--- src/rtl/cb_pkg.sv ---
// Shared definitions for the cb counter family: default width, monitor
// state encoding and the packed control-vector layout used by vector files.
package cb_pkg;

  localparam int CB_WIDTH = 4;

  typedef enum logic [1:0] {
    S_UNSYNC = 2'd0,
    S_TRACK  = 2'd1,
    S_HALT   = 2'd2
  } state_t;

  // Control vector, MSB first: {sclr, aset, din, load, dir, ena}
  typedef struct packed {
    logic                sclr;
    logic                aset;
    logic [CB_WIDTH-1:0] din;
    logic                load;
    logic                dir;
    logic                ena;
  } ctrl_t;

  // Any of these puts the counter into a known value regardless of history
  function automatic logic is_defining(input logic aset, input logic sclr,
                                       input logic load);
    return aset | sclr | load;
  endfunction

endpackage

--- src/rtl/cb_model.sv ---
// Shadow model of the cb up/down loadable counter. Registered, modulo
// 2^WIDTH, with a freeze input so a host can stop it from tracking.
module cb_model
  import cb_pkg::*;
#(
  parameter int WIDTH = CB_WIDTH
) (
  input  logic             clk,
  input  logic             rst_n,
  input  logic             freeze,
  input  logic             aset,
  input  logic             sclr,
  input  logic             load,
  input  logic             ena,
  input  logic             dir,
  input  logic [WIDTH-1:0] din,
  output logic [WIDTH-1:0] q
);

  // Priority update: aset > sclr > load > count up/down > hold
  always_ff @(posedge clk or negedge rst_n) begin
    if (!rst_n) begin
      q <= '0;
    end else if (!freeze) begin
      if (aset) begin
        q <= '1;
      end else if (sclr) begin
        q <= '0;
      end else if (load) begin
        q <= din;
      end else if (ena) begin
        if (dir) begin
          q <= q + 1'b1;
        end else begin
          q <= q - 1'b1;
        end
      end
    end
  end

endmodule

--- src/rtl/cb_monitor.sv ---
// Response checker for the cb counter: runs the shadow model, compares it
// against the counter output each cycle and records the first failure.
module cb_monitor
  import cb_pkg::*;
#(
  parameter int WIDTH       = CB_WIDTH,
  parameter int ERR_W       = 8,
  parameter int IDX_W       = 16,
  parameter bit STOP_ON_ERR = 1'b0
) (
  input  logic             clk,
  input  logic             aclr_n,
  input  logic             mon_en,
  input  logic             ena,
  input  logic             aset,
  input  logic             sclr,
  input  logic             load,
  input  logic             dir,
  input  logic [WIDTH-1:0] din,
  input  logic [WIDTH-1:0] cnt_qout,
  output logic [WIDTH-1:0] exp_q,
  output logic             synced,
  output logic             err,
  output logic [ERR_W-1:0] err_cnt,
  output logic [IDX_W-1:0] first_idx,
  output logic [WIDTH-1:0] first_exp,
  output logic [WIDTH-1:0] first_got,
  output logic             halted
);

  state_t           state;
  logic [IDX_W-1:0] idx;
  logic             model_freeze;
  logic             compare;
  logic             mismatch;

  // The counter output at this edge reflects controls of the previous edge,
  // which is exactly what exp_q holds until this edge updates it.
  assign model_freeze = (state == S_HALT);
  assign compare      = (state == S_TRACK) && mon_en;
  assign mismatch     = compare && (cnt_qout != exp_q);

  cb_model #(
    .WIDTH(WIDTH)
  ) u_model (
    .clk   (clk),
    .rst_n (aclr_n),
    .freeze(model_freeze),
    .aset  (aset),
    .sclr  (sclr),
    .load  (load),
    .ena   (ena),
    .dir   (dir),
    .din   (din),
    .q     (exp_q)
  );

  // Sync/track/halt control; synced and halted are registered with the state
  always_ff @(posedge clk or negedge aclr_n) begin
    if (!aclr_n) begin
      state  <= S_UNSYNC;
      synced <= 1'b0;
      halted <= 1'b0;
    end else begin
      case (state)
        S_UNSYNC: begin
          if (is_defining(aset, sclr, load)) begin
            state  <= S_TRACK;
            synced <= 1'b1;
          end
        end
        S_TRACK: begin
          if (mismatch && STOP_ON_ERR) begin
            state  <= S_HALT;
            halted <= 1'b1;
          end
        end
        S_HALT: begin
          state <= S_HALT;
        end
        default: begin
          state  <= S_UNSYNC;
          synced <= 1'b0;
          halted <= 1'b0;
        end
      endcase
    end
  end

  // Error pulse, saturating count, first-failure capture and cycle index
  always_ff @(posedge clk or negedge aclr_n) begin
    if (!aclr_n) begin
      err       <= 1'b0;
      err_cnt   <= '0;
      first_idx <= '0;
      first_exp <= '0;
      first_got <= '0;
      idx       <= '0;
    end else begin
      err <= mismatch;
      if (mismatch) begin
        if (err_cnt != {ERR_W{1'b1}}) begin
          err_cnt <= err_cnt + 1'b1;
        end
        if (err_cnt == '0) begin
          first_idx <= idx;
          first_exp <= exp_q;
          first_got <= cnt_qout;
        end
      end
      if (compare) begin
        idx <= idx + 1'b1;
      end
    end
  end

endmodule

--- config.mk ---
export PLATFORM = sky130hd
export DESIGN_NAME = cb_monitor
export DESIGN_NICKNAME = d
export VERILOG_FILES = /design/src/rtl/cb_pkg.sv /design/src/rtl/cb_model.sv /design/src/rtl/cb_monitor.sv
export SDC_FILE = /design/constraint.sdc
export NUM_CORES = 1
export LEC_CHECK = 0
export CORE_MARGIN = 5
export CORE_UTILIZATION = 46
export DETAILED_ROUTE_END_ITERATION = 8
export PLACE_DENSITY = 0.82
export SYNTH_ARGS = -nofsm -noshare
export SYNTH_HDL_FRONTEND = slang
export SYNTH_SLANG_ARGS = --single-unit
--- constraint.sdc ---
create_clock -name clk -period 2.04 [get_ports clk]
set_clock_uncertainty 0.15 [all_clocks]
set_input_delay 0.51 -clock clk [delete_from_list [all_inputs] [get_ports clk]]
set_output_delay 0.51 -clock clk [all_outputs]
set_load 0.005 [all_outputs]
Word level (Yosys, flattened, before mapping)
Index checks and enable logic that the tools add are counted.
{"block": "totals", "inputBits": 16, "output_inout_bits": 39, "regBits": 56, "word_cells": 43}
{"block": "op_classes", "mux": 9, "addsub": 4, "n_eq_ne": 5, "reduce_logical": 11, "bitwise_logic": 5}
{"cell": "2-to-1 mux 4 bit", "count": 5}
{"cell": "adder 16 x 1 -> 16 bit (second input constant)", "count": 1}
{"cell": "AND reduction 2 bit", "count": 5}
{"cell": "adder 8 x 1 -> 8 bit (second input constant)", "count": 1}
{"cell": "zero test 8 bit", "count": 1}
{"cell": "inequality test 8 bit (second input constant)", "count": 1}
{"cell": "one-hot mux 2 bit (3 select lines)", "count": 1}
{"cell": "adder 4 x 1 -> 4 bit (second input constant)", "count": 1}
{"cell": "inequality test 4 bit", "count": 1}
{"cell": "nonzero test 4 bit", "count": 1}
{"cell": "subtractor 4 x 1 -> 4 bit (second input constant)", "count": 1}
{"cell": "inverter 1 bit", "count": 3}
{"cell": "== test 2 x 1 -> 1 bit (second input constant)", "count": 1}
{"cell": "== test 2 bit (second input constant)", "count": 1}
{"cell": "logical AND 1 bit", "count": 2}
{"cell": "zero test 2 bit", "count": 1}
{"cell": "2-to-1 mux 2 bit", "count": 1}
{"cell": "inequality test 2 bit (second input constant)", "count": 1}
{"cell": "OR 1 bit", "count": 2}
{"cell": "one-hot mux 1 bit (2 select lines)", "count": 1}
{"cell": "OR reduction 2 bit", "count": 1}
{"cell": "2-to-1 mux 1 bit", "count": 1}

Depth between registers and ports, before layout
{"block": "logic_depth", "depth_word": 6, "depth_mapped": 10, "depth_no_buf": 7}

Cells and area by module
Synthesis repeated with hierarchy kept, for this count alone.
{"block": "unflattened", "hier_cells": 212, "hier_area_um2": 2683.8}
{"module": "cb_monitor", "instances": 1, "cells_per_inst": 173, "seq_area_each_um2": 1301.2, "area_per_inst_um2": 2352.3}
{"module": "cb_model", "instances": 1, "cells_per_inst": 39, "seq_area_each_um2": 100.1, "area_per_inst_um2": 331.6}

Least setup slack after synthesis
Ideal clock, no wire load.
{"block": "synth_path", "path_type": "register to register", "startpoint": "register state[1]", "endpoint": "register first_exp[1]", "t_arrival_ns": 1.953, "slack_ns": -0.188, "path_stages_with_launch": 11, "t_required_ns": 1.765, "path_buffers": 3, "synth_period_minus_slack_ns": 2.228, "setup_time_ns": 0.125, "path_cell_list": "dfrtp_1 inv_1 ha_1 and2_1 clkbuf_1 o41ai_4 inv_2 and3_1 buf_6 buf_12 mux2_4"}
{"block": "synth_between", "elab_chain_len": 4}
{"item": "from (decl)", "line_no": "cb_monitor.sv:31", "text": "state_t state;"}
{"item": "from (signal assigned)", "line_no": "cb_monitor.sv:61", "text": "state <= S_UNSYNC;"}
{"item": "from (signal assigned)", "line_no": "cb_monitor.sv:68", "text": "state <= S_TRACK;"}
{"item": "from (signal assigned)", "line_no": "cb_monitor.sv:74", "text": "state <= S_HALT;"}
{"item": "== test 2 x 1 -> 1 bit"}
{"item": "logical AND 1 bit", "line_no": "cb_monitor.sv:40", "text": "assign compare = (state == S_TRACK) && mon_en;"}
{"item": "logical AND 1 bit", "line_no": "cb_monitor.sv:41", "text": "assign mismatch = compare && (cnt_qout != exp_q);"}
{"item": "named net mismatch", "line_no": "cb_monitor.sv:35", "text": "logic mismatch;"}
{"item": "AND reduction 2 bit (no line)"}
{"item": "to (signal assigned)", "line_no": "cb_monitor.sv:107", "text": "first_exp <= exp_q;"}
{"item": "to (decl)", "line_no": "cb_monitor.sv:26", "text": "output logic [WIDTH-1:0] first_exp,"}
The timed path passes the listed nets, and every way through them passes these cells.
A chain may end at the register's enable or synchronous reset.

Final worst setup path
{"block": "layout_path", "startpoint": "input port dir", "endpoint": "register u_model.q[3]"}
{"block": "layout_between", "elab_chain_len": 5}
{"item": "from (decl)", "line_no": "cb_monitor.sv:18", "text": "input logic dir,"}
{"item": "2-to-1 mux 4 bit", "line_no": "cb_model.sv:32", "text": "if (dir) begin"}
{"item": "2-to-1 mux 4 bit", "line_no": "cb_model.sv:31", "text": "end else if (ena) begin"}
{"item": "2-to-1 mux 4 bit", "line_no": "cb_model.sv:29", "text": "end else if (load) begin"}
{"item": "2-to-1 mux 4 bit", "line_no": "cb_model.sv:27", "text": "end else if (sclr) begin"}
{"item": "2-to-1 mux 4 bit", "line_no": "cb_model.sv:25", "text": "if (aset) begin"}
{"item": "to (signal assigned)", "line_no": "cb_model.sv:30", "text": "q <= din;"}
{"item": "to (signal assigned)", "line_no": "cb_model.sv:33", "text": "q <= q + 1'b1;"}
{"item": "to (signal assigned)", "line_no": "cb_model.sv:35", "text": "q <= q - 1'b1;"}
{"item": "to (decl)", "line_no": "cb_model.sv:17", "text": "output logic [WIDTH-1:0] q"}
No other way between the ends. The select of a mux whose other input is x is not followed.

==> run summary <==
status: completed
final std cells w/o fill: 380
gpl congestion: 0.8009
setup ws final: 0.03263 ns
Place WS: -0.4936 ns
Req. time, crit path: 2.13 ns
DR vias: 1,929
design area: 3741 um^2
antenna violations before repair: 0
Antenna Cells: 0
TritonCTS clock tree: yes
Critical Path End Type: flip-flop
Detail Placement HPWL: 4271 um
Pre-antenna DRT Iters: 4
startpoint types: input pin
synthesized area: 2706 um^2
DRT iter0 DRCs: 69
Core Area: 5816 um^2
hold buffers post-CTS: 0
Die Ht: 86.71 um
Initial Util: 46.54%
Avg Cell Area, Syn: 12.47 um^2
Multi-input gate area: 1259 um^2
Final Hold Fails: 0
largest net degree at the start of global routing: 35
Nets: 330
WL final: 5878 um
total grt overflow: 0
Leak: 1.740 nW
total track usage: 16.52%
first-pass GRT wire length: 9749 um
vias per inst: 5.076
Final setup viols: 0
Min Clock Period, post-route: 2.007 ns
ratio of cells with drive above 1 in the final layout: 28.52%
yosys warns: 0
fillers: 465
Post-synth ARST share: 100.0%
syn_nets: 243
Reg area: 1403 um^2
Slew Viols, Final: 0
maximum vdd drop: 0.6411 mV
WL/cell: 15.47 um
Pwr Density: 1010 nW/um^2
area leader, netlist: dfrtp_1
clk buf depth: 2
cells after synthesis: 217
ys flop type: dfrtp_1
slew at the pin closest to its max-slew limit: 0.5388 ns
Cell Rows: 28
f_max: 498.2 MHz
H-Tree Depth: 2
Worst Hold Class: input pin to async pin
Ports: 55
CP Max Fanout: 4
CP Data Arrival Time: 2.09 ns
Area Overhead vs Synth: 38.23%
CTS sink cnt: 56
CTS buffer count: 5
placed cell area: 3525 um^2
Max-Slew Margin vs Limit: 64.08%
Root Buffer: clkbuf_8
DP Cell Count: 366
post-synthesis sequential area ratio: 51.78%
clock latency on the worst-skew pair: 0.31 ns
maxcap violations: 0
WS Path Type: input pin to flip-flop
Final Util: 64.33%
clock-pin slew on the worst setup and hold paths: 0.10 ns
DRC: 0
die width: 86.71 um
remaining antenna violation count: 0
largest cells by area after synthesis: dfrtp_1 52%, mux2_4 11%, xor2_1 5.5%
Port Buffer Count: 53
final period utilization: 98.40%
Yosys reg bits: 56
post-synth top area share: 51.78%
distinct cell type count after synthesis: 36
die area: 7518 um^2
vias in the first global route: 2,039
number of flops mapped to enable cells by yosys: 0
[per-layer routing]
layer	track usage (%)	wire length, um	up-vias
met1	21.53	2575	966
met3	3.517	248	10
met2	27.82	2986	37
met4	4.674	68	0
met5	0	0	-
li1	-	-	916
[area by class of cell]
| cell class | instances | share of cell area [%] |
|---|---|---|
| tap | 75 | 2.508 |
| clock buffer | 6 | 1.940 |
| clock inverter | 2 | 0.4348 |
| multi-input combinational | 143 | 33.65 |
| timing repair buffer | 87 | 22.88 |
| inverter | 11 | 1.104 |
| sequential | 56 | 37.49 |
[placed cells by master (no fill, tap or decap), drive strengths merged, types with 5 or more instances in the layout]
cell type | Yosys | layout
a21oi | 11 | 11
and3 | 5 | 5
buf | 4 | 35
clkbuf | 3 | 6
clkdlybuf4s50 | 0 | 44
dfrtp | 56 | 56
ha | 9 | 9
inv | 11 | 11
mux2 | 27 | 27
nand2 | 12 | 12
nand3 | 6 | 6
nand4 | 5 | 5
nor2 | 8 | 8
nor3 | 8 | 8
xnor2 | 9 | 9
xor2 | 17 | 17
[power by group]
group          switching [W]  internal [W]
registers           0.000263       0.00141
clock network       0.000365      0.000245
logic               0.000539      0.000961
total                0.00117       0.00261
[cells in the mapped netlist (6+ instances only)]
master   count
dfrtp_1     56
nand3_1      6
xnor2_1      9
nor3_1       8
mux2_2       7
mux2_4      20
xor2_1      17
nor2_1       8
inv_1       10
ha_1         9
nand2_1     12
a21oi_1     11
[cell families (layout without fill, tap and decap cells)]
group	count (synthesis)	in the layout	share of synthesized area (%)
multiplexers	28	28	14.38
AND/OR/NAND/NOR	55	55	10.49
AO/OA/AOI/OAI	23	23	5.779
XOR/XNOR	26	26	8.414
adder cells (fa/ha/maj)	10	10	4.901
buffers and inverters	18	106	4.115
other	1	1	0.1386
flip-flops	56	56	51.78
[worst max-delay path, cell delays in order]
cell and delay (ns):
clkdlybuf4s50_1 0.47, inv_2 0.07, ha_4 0.28, nand3_1 0.11, and3_1 0.20, or2_2 0.27
o211ai_1 0.18
[flip-flops by register name, summed over array words and instances (netlist names)]
register and flops:
err 1, u_model.q 4, first_got 4, first_exp 4, err_cnt 8, first_idx 16
state 2, idx 16, synced 1
[worst paths after layout]
path,from,to,slack (ns),cells after the start
min in group clk,idx[15]$_DFFE_PN0P_,idx[15]$_DFFE_PN0P_,0.33,1
min,aclr_n,first_idx[0]$_DFFE_PN0P_,0.01,1
max reg2reg,u_model.q[1]$_DFFE_PN0P_,first_exp[1]$_DFFE_PN0P_,0.06,7
max,dir,u_model.q[3]$_DFFE_PN0P_,0.03,7
max in group asynchronous,aclr_n,err_cnt[0]$_DFFE_PN0P_,1.16,2
min reg2reg,idx[15]$_DFFE_PN0P_,idx[15]$_DFFE_PN0P_,0.33,1
[timing repair]
item                                    4_1_cts  5_1_grt
gates resized for setup                      10       13
pin swaps                                     1        1
cloned                                        1        0
setup buffers                                 2        4
endpoints found under the setup margin       29       34
[through the flow]
step | setup TNS [ns] | power, W | hold WS, ns
6_report | 0 | 0.003778 | 0.01234
5_1_grt | -0.001522 | 0.004018 | 0.04734
4_1_cts | -0.01992 | 0.003756 | 0.03091
3_5_place_dp | -15.97 | 0.003124 | 0.3186
3_3_place_gp | -15.27 | 0.003063 | 0.3094
2_1_floorplan | -3.111 | 0.002309 | 0.06441
Note: power is estimated with default switching activity, not from simulation.
